`src/rtl/code_sender_pkg.sv`:
```
// Shared types and constants for the keypad code sequencer.
// Holds the FSM state encoding, symbol-to-key mapping and code length limits.
package code_sender_pkg;

    typedef enum logic [2:0] {
        IDLE   = 3'd0,
        KEY_HI = 3'd1,
        KEY_LO = 3'd2,
        ENT_HI = 3'd3,
        ENT_LO = 3'd4
    } state_e;

    localparam logic [1:0] SYM_K1 = 2'd0;
    localparam logic [1:0] SYM_K2 = 2'd1;
    localparam logic [1:0] SYM_K3 = 2'd2;
    localparam logic [1:0] SYM_K4 = 2'd3;

    localparam int MIN_LEN = 4;
    localparam int MAX_LEN = 7;
    localparam int LEN_W   = $clog2(MAX_LEN + 1);
    localparam int CODE_W  = 2 * MAX_LEN;

    // Key lines ordered {key4, key3, key2, key1}.
    function automatic logic [3:0] sym_onehot(input logic [1:0] sym);
        logic [3:0] oh;
        oh = 4'b0000;
        case (sym)
            SYM_K1:  oh = 4'b0001;
            SYM_K2:  oh = 4'b0010;
            SYM_K3:  oh = 4'b0100;
            SYM_K4:  oh = 4'b1000;
            default: oh = 4'b0000;
        endcase
        return oh;
    endfunction

endpackage

```
`src/rtl/code_sender_timer.sv`:
```
// Loadable down-counter with terminal-count flag.
// Loading value N gives a phase of N+1 cycles; the count parks at zero when idle.
module code_sender_timer #(
    parameter int W = 3
) (
    input  logic         clk,
    input  logic         reset_n,
    input  logic         load,
    input  logic [W-1:0] load_val,
    output logic         tc
);

    logic [W-1:0] count;

    always_ff @(posedge clk or negedge reset_n) begin
        if (!reset_n) begin
            count <= '0;
        end else if (load) begin
            count <= load_val;
        end else if (count != '0) begin
            count <= count - W'(1);
        end
    end

    assign tc = (count == '0);

endmodule

```
`src/rtl/code_sender.sv`:
```
// Sends a stored 4..7 symbol code as timed one-hot key pulses followed by an enter pulse.
// All outputs are registered from the next-state decode so they change on the decision edge.
//
// state  | meaning
// -------+----------------------------------------------
// IDLE   | ready, waiting for start
// KEY_HI | key line of current symbol held high
// KEY_LO | gap after a key pulse, all lines low
// ENT_HI | enter line held high
// ENT_LO | gap after enter, then done and back to IDLE
module code_sender
    import code_sender_pkg::*;
#(
    parameter int PULSE_CYC = 4,
    parameter int GAP_CYC   = 4
) (
    input  logic              clk,
    input  logic              reset_n,
    input  logic              start,
    input  logic [LEN_W-1:0]  len,
    input  logic [CODE_W-1:0] code,
    input  logic              abort,
    output logic              ready,
    output logic              key1,
    output logic              key2,
    output logic              key3,
    output logic              key4,
    output logic              enter,
    output logic              done,
    output logic              err
);

    localparam int TMAX = (PULSE_CYC > GAP_CYC) ? PULSE_CYC : GAP_CYC;
    localparam int TW   = $clog2(TMAX + 1);
    localparam logic [TW-1:0] P_LD = TW'(PULSE_CYC - 1);
    localparam logic [TW-1:0] G_LD = TW'(GAP_CYC - 1);

    state_e              state, state_nx;
    logic [LEN_W-1:0]    idx_q, idx_nx;
    logic [LEN_W-1:0]    len_q;
    logic [CODE_W-1:0]   code_q, code_nx, code_sh;
    logic [1:0]          sym_nx;
    logic                accept, done_nx, err_nx;
    logic                tmr_load, tmr_tc;
    logic [TW-1:0]       tmr_val;
    logic [3:0]          key_q;

    code_sender_timer #(.W(TW)) u_timer (
        .clk      (clk),
        .reset_n  (reset_n),
        .load     (tmr_load),
        .load_val (tmr_val),
        .tc       (tmr_tc)
    );

    always_comb begin
        state_nx = state;
        idx_nx   = idx_q;
        tmr_load = 1'b0;
        tmr_val  = P_LD;
        done_nx  = 1'b0;
        err_nx   = 1'b0;
        accept   = 1'b0;
        case (state)
            IDLE: begin
                if (start) begin
                    if (len >= LEN_W'(MIN_LEN)) begin
                        accept   = 1'b1;
                        idx_nx   = '0;
                        state_nx = KEY_HI;
                        tmr_load = 1'b1;
                        tmr_val  = P_LD;
                    end else begin
                        err_nx = 1'b1;
                    end
                end
            end
            KEY_HI: begin
                if (tmr_tc) begin
                    state_nx = KEY_LO;
                    tmr_load = 1'b1;
                    tmr_val  = G_LD;
                end
            end
            KEY_LO: begin
                if (tmr_tc) begin
                    tmr_load = 1'b1;
                    tmr_val  = P_LD;
                    if (idx_q < len_q - LEN_W'(1)) begin
                        idx_nx   = idx_q + LEN_W'(1);
                        state_nx = KEY_HI;
                    end else begin
                        state_nx = ENT_HI;
                    end
                end
            end
            ENT_HI: begin
                if (tmr_tc) begin
                    state_nx = ENT_LO;
                    tmr_load = 1'b1;
                    tmr_val  = G_LD;
                end
            end
            ENT_LO: begin
                if (tmr_tc) begin
                    state_nx = IDLE;
                    done_nx  = 1'b1;
                end
            end
            default: state_nx = IDLE;
        endcase

        // Abort wins over every phase decision, including the final done.
        if (abort && (state != IDLE)) begin
            state_nx = IDLE;
            idx_nx   = idx_q;
            tmr_load = 1'b0;
            done_nx  = 1'b0;
        end

        code_nx = accept ? code : code_q;
        code_sh = code_nx >> {idx_nx, 1'b0};
        sym_nx  = code_sh[1:0];
    end

    always_ff @(posedge clk or negedge reset_n) begin
        if (!reset_n) begin
            state  <= IDLE;
            idx_q  <= '0;
            len_q  <= '0;
            code_q <= '0;
            key_q  <= '0;
            enter  <= 1'b0;
            ready  <= 1'b1;
            done   <= 1'b0;
            err    <= 1'b0;
        end else begin
            state  <= state_nx;
            idx_q  <= idx_nx;
            code_q <= code_nx;
            if (accept) begin
                len_q <= len;
            end
            key_q  <= (state_nx == KEY_HI) ? sym_onehot(sym_nx) : 4'b0000;
            enter  <= (state_nx == ENT_HI);
            ready  <= (state_nx == IDLE);
            done   <= done_nx;
            err    <= err_nx;
        end
    end

    assign key1 = key_q[0];
    assign key2 = key_q[1];
    assign key3 = key_q[2];
    assign key4 = key_q[3];

endmodule

```
`config.mk`:
```
export PLATFORM = sky130hd
export DESIGN_NAME = code_sender
export DESIGN_NICKNAME = d
export VERILOG_FILES = /design/src/rtl/code_sender_pkg.sv /design/src/rtl/code_sender_timer.sv /design/src/rtl/code_sender.sv
export SDC_FILE = /design/constraint.sdc
export NUM_CORES = 1
export LEC_CHECK = 0
export ABC_AREA = 1
export CAP_MARGIN = 40
export CORE_ASPECT_RATIO = 0.8
export CORE_MARGIN = 4
export CORE_UTILIZATION = 53
export DETAILED_ROUTE_END_ITERATION = 12
export PLACE_DENSITY = 0.83
export RECOVER_POWER = 50
export REMOVE_ABC_BUFFERS = 1
export SYNTH_ARGS = -nofsm -noshare
export SYNTH_HDL_FRONTEND = slang
export SYNTH_SLANG_ARGS = --single-unit
```
`constraint.sdc`:
```
create_clock -name clk -period 2.6 [get_ports clk]
set_input_delay 0.52 -clock clk [delete_from_list [all_inputs] [get_ports clk]]
set_output_delay 0.52 -clock clk [all_outputs]
set_load 0.1 [all_outputs]
```
==> results of run 1 <==
Yosys cell counts (all sizes together):
cell | count | area share [%]
o211ai | 3 | 1.5
clkinv | 1 | 0.20
nand4 | 6 | 2.8
a221oi | 1 | 0.46
dfrtp | 33 | 44
nor4 | 1 | 0.33
nor2 | 20 | 5.8
nor3 | 1 | 0.26
buf | 3 | 2.0
nand3 | 21 | 5.5
ha | 6 | 4.0
o21ai | 15 | 4.8
a21oi | 6 | 1.8
inv | 54 | 11
xnor2 | 1 | 0.46
dfstp | 1 | 1.4
nand2 | 55 | 13
and3 | 1 | 0.59
a32oi | 1 | 0.46
sequential cells by signal, indices dropped and copies added, names as in the netlist:
name / cells
code_q: 14
done: 1
enter: 1
err: 1
idx_q: 3
key_q: 4
len_q: 3
ready: 1
state: 3
u_timer.count: 3
path summary, 6_finish.rpt:
| check | end | startpoint | cells past startpoint | slack, ps |
|---|---|---|---|---|
| min in group asynchronous | key_q[0] | reset_n | 2 | 850 |
| max in group asynchronous | code_q[0] | reset_n | 2 | 1230 |
| worst max register to register | key_q[0] | len_q[0] | 15 | 230 |
| worst min-delay path | u_timer.count[0] | u_timer.count[0] | 2 | 500 |
| worst max-delay path | key_q[0] | len_q[0] | 15 | 230 |
| worst min register to register | u_timer.count[0] | u_timer.count[0] | 2 | 500 |
final cells by class:
type                    count  area [sq um]
repair buffers             29           262
inverters                  55           209
clock inverters             1          5.00
fillers                   310          1180
multi-input cells         139           798
well taps                  42          52.6
flip-flops and latches     34           852
clock buffers               7          86.3
per-layer routing:
metal | share of wire [%] | vias up
li1 | - | 783
met1 | 49 | 668
met2 | 43 | 30
met3 | 6.2 | 6
met4 | 1.7 | 0
met5 | 0 | -
cell families (layout without fill, tap and decap cells):
group,count (synthesis),count (layout)
DFF,34,34
xor gates and xnor gates,1,1
AOI/OAI and AO/OA,26,26
and+or+nand+nor,105,106
buffers and inverters,58,92
adders and majority gates,6,6
worst max-delay path: stages (launching register included):
cell and delay, ps:
dfrtp_1 320, inv_1 60, ha_1 210, xnor2_1 190, ha_1 280, a21oi_2 170, nand3_1 140, clkinv_1 120
nand4_4 160, nand2_4 140, nand2_1 60, nand3_1 80, nand3_1 80, nand2_2 100, inv_2 40, nor2_1 130
power breakdown:
part           internal [W]  switching, W  leakage [nW]  total, W
Sequential         0.000728     0.0000787         0.406  0.000807
Combinational      0.000382      0.000876         0.750   0.00126
Clock              0.000213      0.000193        0.0482  0.000406
Total               0.00132       0.00115          1.20   0.00247
per-stage QoR:
| stage | area, sq um | setup slack, ps |
|---|---|---|
| floorplan | 1860 | 535 |
| global placement | 2180 | 326 |
| detailed placement | 2180 | 228 |
| CTS | 2270 | 195 |
| global route | 2260 | 10.7 |
| finish | 2260 | 234 |
==> summary.md, run 1 <==
| Metric | Value |
|---|---|
| Slew headroom | a little under a quarter |
| Most common cell after layout, fill and taps aside | inv_1 |
| Fin crit period | around 2400 ps |
| H-Tree Depth | 2 |
| GR Layer Usage met1 | roughly 25% |
| DRT Wirelength | approximately 3.7 mm |
| Nets | 291 |
| DRT antenna net count | 0 |
| CTS max path bufs | 2 |
| Worst hold slack | slightly below 500 ps |
| Die span in y | between 60 and 70 microns |
| Status | finished, final reports clean |
| Iter 0 DRT Violations | 93 |
| Setup CP Type | register to register |
| # resized after CTS | 0 |
| Final Skew | between 4 and 5 ps |
| Sum Neg Setup Slack | 0 ps |
| Yosys warns | 0 |
| Final setup viols | 0 |
| MaxCap Viol Count | 0 |
| Actual slew at the worst max-slew pin | 1160 ps |
| Post-synthesis xor/xnor area fraction | less than 1% |
| Vias in the first global route | around 1400 |
| Power Dens Cells | ~1100 nW/um^2 |
| Core area | between 3000 and 4000 sq um |
| Syn Area/Cell | about 8.2 sq um |
| Die W | 74.8 microns |
| Total GRT Usage | 18.5% |
| Layout cells sized above 1 | 16.2% |
| Total grt overflow | 0 |
| Clk pin slew, worst setup/hold paths | about 70 ps |
| Synth Instances | 230 |
| Main combinational cell family by area after synthesis | simple AND/OR/NAND/NOR gates |
| Register bit total from synthesis | 34 |
| Crit Path Max Fanout | 8 |
| Post-DP HPWL | roughly 2.6 mm |
| Synth Area in Compound Gates | 8.92% |
| DIE AREA | between 4000 and 5000 sq um |
| Final core utilization | ~66% |
| Leak | ~1.2 nW |
| Synthesis-to-layout area growth | 19.6% |
| Drt via density | 4.84 |
| Unrepaired setup endpoints after global routing | false |
| DR WL/cell | around 12 microns |
| Cell area after synthesis | approximately 1900 sq um |
| DRC errors left | 0 |
| Worst Path Arrival | about 2600 ps |
| Mux share of post-synthesis cell area | 0% |
| Final Hold Vio Count | 0 |
| Sequential fraction of the synthesis area | between 40% and 50% |
| Clock sinks | 34 |
| GR Util met2 | 27.5% |
| Core Rows | 19 |
| Post-Synth Adder-Cell Area | between 3 and 4% |
| Final Max Slew Viols | 0 |
| Antenna Cells | 0 |
| Dpl cells | 298 |
| Initial antenna violation count | 0 |
| Critical Path RT | approximately 2800 ps |
| Total power | between 0.002 and 0.0025 W |
| Via count | ~1500 |
| Inserted Clock Buffers | 5 |
| Non-Filler Instances | ~300 |
| Met3 Track Usage GR | between 6 and 7% |
| Final period utilization | between 90 and 100% |
| Fmax | roughly 420 MHz |
| Min-delay worst type | register to register |
| Setup Buffers After CTS | 0 |
| First-pass GRT wire length | ~6.2 mm |
| Busiest grt layer | met2 |
| Port Buffers | 28 |
| Initial Utilization | between 50% and 60% |
| CP endpoint kind | register |
| IO Pins | 29 |
| Gp weighted congestion | about 0.84 |
| Root Buffer | clkbuf_8 |
| CP Launch Type | register |
| Post-synthesis simple-gate area fraction | 28.7% |
| Pin count of the biggest net entering global routing | 36 |
| CTS tree | yes |
| Router iterations before antenna repair | 4 |
| Most frequent cells in the layout | 49 x inv_1, 48 x nand2_1, 33 x dfrtp_1 |
| Worst-Skew Late Latency | approximately 290 ps |
| Cts hold-fix bufs | 0 |
| Cell variety after synth | 32 |
| VDD IR max | 607 uV |
Power figures use the tool's default switching activity.
==> inputs of run 2 (changes only) <==
--- a/config.mk
+++ b/config.mk
@@ -8,7 +8,6 @@
 export ABC_AREA = 1
 export CAP_MARGIN = 40
 export CORE_ASPECT_RATIO = 0.8
-export CORE_MARGIN = 4
 export CORE_UTILIZATION = 53
 export DETAILED_ROUTE_END_ITERATION = 12
 export PLACE_DENSITY = 0.83
==> run 2 against run 1 <==
Non-clock buffer count stayed put. Flip-flop and latch count stayed put. Worst setup slack worse by 1.9 ps. Critical path depth stayed put. Critical endpoint unchanged. Largest cell class unchanged.
==> summary.md, run 2 (same netlist as run 1, synthesis figures left out) <==
| Metric | Value |
|---|---|
| Status | finished, final reports clean |
| Worst hold slack | 503 ps (+6.75 ps) |
| Actual slew at the worst max-slew pin | 1170 ps (+9.38 ps) |
| Total GRT Usage | 21.1% (+2.6 points) |
| Core area | 3420 sq um (-0.69%) |
| H-Tree Depth | 2 (unchanged) |
| Setup crit start | len_q[0] |
| Reg2reg setup slack | 230 ps (about the same) |
| Gate power share | 51.6% (+0.7 points) |
| Cells along the critical path | inv_1 -> ha_1 -> xnor2_1 -> ha_1 -> a21oi_1 -> nand3_1 -> clkinv_1 -> nand4_4 -> nand2_4 -> nand2_1 -> nand3_1 -> nand3_1 -> nand2_2 -> inv_2 -> nor2_1 |
| Pin count of the biggest net entering global routing | 36 (unchanged) |
| Initial Utilization | 55.3% (+0.38 points) |
| Most frequent cells in the layout | 49 x inv_1, 48 x nand2_1, 33 x dfrtp_1 |
| Antenna Cells | 0 (unchanged) |
| Internal | 0.00129 W (-2.4%) |
| Core Rows | 19 (unchanged) |
| CP peak stage delay | 330 ps (about the same) |
| Crit path top cell by count | nand3_1 |
| Reg-to-Reg Start | len_q[0] |
| Gp weighted congestion | 0.853 (+1.4%) |
| First-pass GRT wire length | 5.94 mm (-3.8%) |
| P_sw | 0.00113 W (-1.5%) |
| Fillers | 310 (unchanged) |
| Layout cells sized above 1 | 14.8% (-1.4 points) |
| Final Max Slew Viols | 0 (unchanged) |
| Power Dens Cells | 1080 nW/um^2 (-0.89%) |
| Die W | 68.8 microns (-8.0%) |
| Final period utilization | 91.1% (about the same) |
| Drt via density | 4.82 (-0.56%) |
| IO Pins | 29 (unchanged) |
| Setup ws final | 232 ps (-1.95 ps) |
| Largest Register | code_q |
| Final core utilization | 65.4% (-0.27 points) |
| Root Buffer | clkbuf_8 |
| Synthesis-to-layout area growth | 18.2% |
| Clock sinks | 34 (unchanged) |
| Inserted Clock Buffers | 5 (unchanged) |
| FF-to-FF path depth | 15 (unchanged) |
| Router iterations before antenna repair | 5 (+1) |
| Slew headroom | 22.3% (-0.62 points) |
| Via count | 1469 (-1.2%) |
| DIE AREA | 3820 sq um (-17%) |
| Most common cell after layout, fill and taps aside | inv_1 |
| Sum Neg Setup Slack | 0 ps (unchanged) |
| Total power | 0.00242 W (-2.0%) |
| Vias in the first global route | 1400 (+2.0%) |
| Unrepaired setup endpoints after global routing | false |
| Clk pin slew, worst setup/hold paths | 70 ps (about the same) |
| DRC errors left | 0 (unchanged) |
| CP Launch Type | register |
| Final Hold Vio Count | 0 (unchanged) |
| Nets | 290 (-0.34%) |
| Critical Path RT | 2810 ps (about the same) |
| Max reg flops | 14 (unchanged) |
| CTS tree | yes |
| Fmax | 422 MHz (about the same) |
| DRT Wirelength | 3.42 mm (-6.3%) |
| Register share of total power | 33.5% (+0.9 points) |
| Min-delay worst type | register to register |
| Setup WS pre-CTS | 201 ps (-27.0 ps) |
| Cts hold-fix bufs | 0 (unchanged) |
| Clock Power Share | 14.9% (-1.5 points) |
| RR Endpoint | key_q[0] |
| Port Buffers | 28 (unchanged) |
| Worst-Skew Late Latency | 280 ps (about the same) |
| Crit Path Max Fanout | 9 (+1) |
| Crit path max-delay cell type | dfrtp_1 |
| Post-DP HPWL | 2.56 mm (-3.2%) |
| Setup CP Type | register to register |
| Iter 0 DRT Violations | 79 (-15%) |
| DRT antenna net count | 0 (unchanged) |
| Final Skew | 6.10 ps (+1.98 ps) |
| Largest regs | code_q x14, key_q x4 |
| CTS max path bufs | 2 (unchanged) |
| # resized after CTS | 0 (unchanged) |
| Leak | 1.19 nW (-1.5%) |
| Worst Path Arrival | 2570 ps (about the same) |
| DR WL/cell | 11.2 microns (-5.7%) |
| Initial antenna violation count | 0 (unchanged) |
| Total grt overflow | 0 (unchanged) |
| Switch share | 46.7% (+0.22 points) |
| Fin crit period | 2370 ps (+1.95 ps) |
| CP endpoint kind | register |
| Setup Buffers After CTS | 0 (unchanged) |
| VDD IR max | 819 uV (+35%) |
| Critical Path Sink | key_q[0] |
| MaxCap Viol Count | 0 (unchanged) |
| Final setup viols | 0 (unchanged) |
| Die span in y | 55.5 microns (-9.8%) |
-- run 2: cell types whose count changed in the layout (fill, tap and decap cells not counted), sizes merged --
cell,delta
clkinv,-1
nand2,-1
-- run 2: worst min path at each step --
stage	from	cells past startpoint	endpoint
floorplan	reset_n	0	code_q[0]
global placement	len_q[2]	2	len_q[2]
detailed placement	len_q[2]	2	len_q[2]
CTS	len_q[2]	2	len_q[2]
global route	u_timer.count[0]	2	u_timer.count[0]
finish	len_q[2]	2	len_q[2]
-- run 2: layer usage --
metal  part of all wire [%]  GRT usage [%]  vias up
met2                     44           32.5       30
li1                       -              -      777
met5                      0              0        -
met3                    4.4           6.20        5
met4                   0.91           4.37        0
met1                     51           29.3      657
-- run 2: area by class of cell --
class,count,area (sq um),share of cell area (%)
multi-input cells,138,788,35.2
clock buffers,7,76.3,3.41
well taps,42,52.6,2.35
inverters,55,209,9.33
repair buffers,29,262,11.7
flip-flops and latches,34,852,38.0
-- run 2: critical path, delay by kind of cell (launching register included) --
| family | cells | cell delay (ps) |
|---|---|---|
| fa+ha+maj | 2 | 470 |
| simple gates | 8 | 890 |
| buf+inv | 3 | 220 |
| flops | 1 | 330 |
| compound gates | 1 | 200 |
| xor+xnor | 1 | 170 |
-- run 2: per-stage QoR --
stage | cell area [sq um] | cells
4_1_cts | 2250 | 305
3_5_place_dp | 2180 | 298
2_1_floorplan | 1860 | 227
6_report | 2240 | 305
3_3_place_gp | 2180 | 298
5_1_grt | 2240 | 305
-- run 2: power groups by stage --
stage,Sequential (W),Combinational [W],Clock (W)
after floorplan,0.00106,0.000760,0
after global placement,0.000818,0.00123,0
after detailed placement,0.000829,0.00126,0
after CTS,0.000820,0.00127,0.000373
after global routing,0.000834,0.00141,0.000391
final,0.000812,0.00125,0.000362
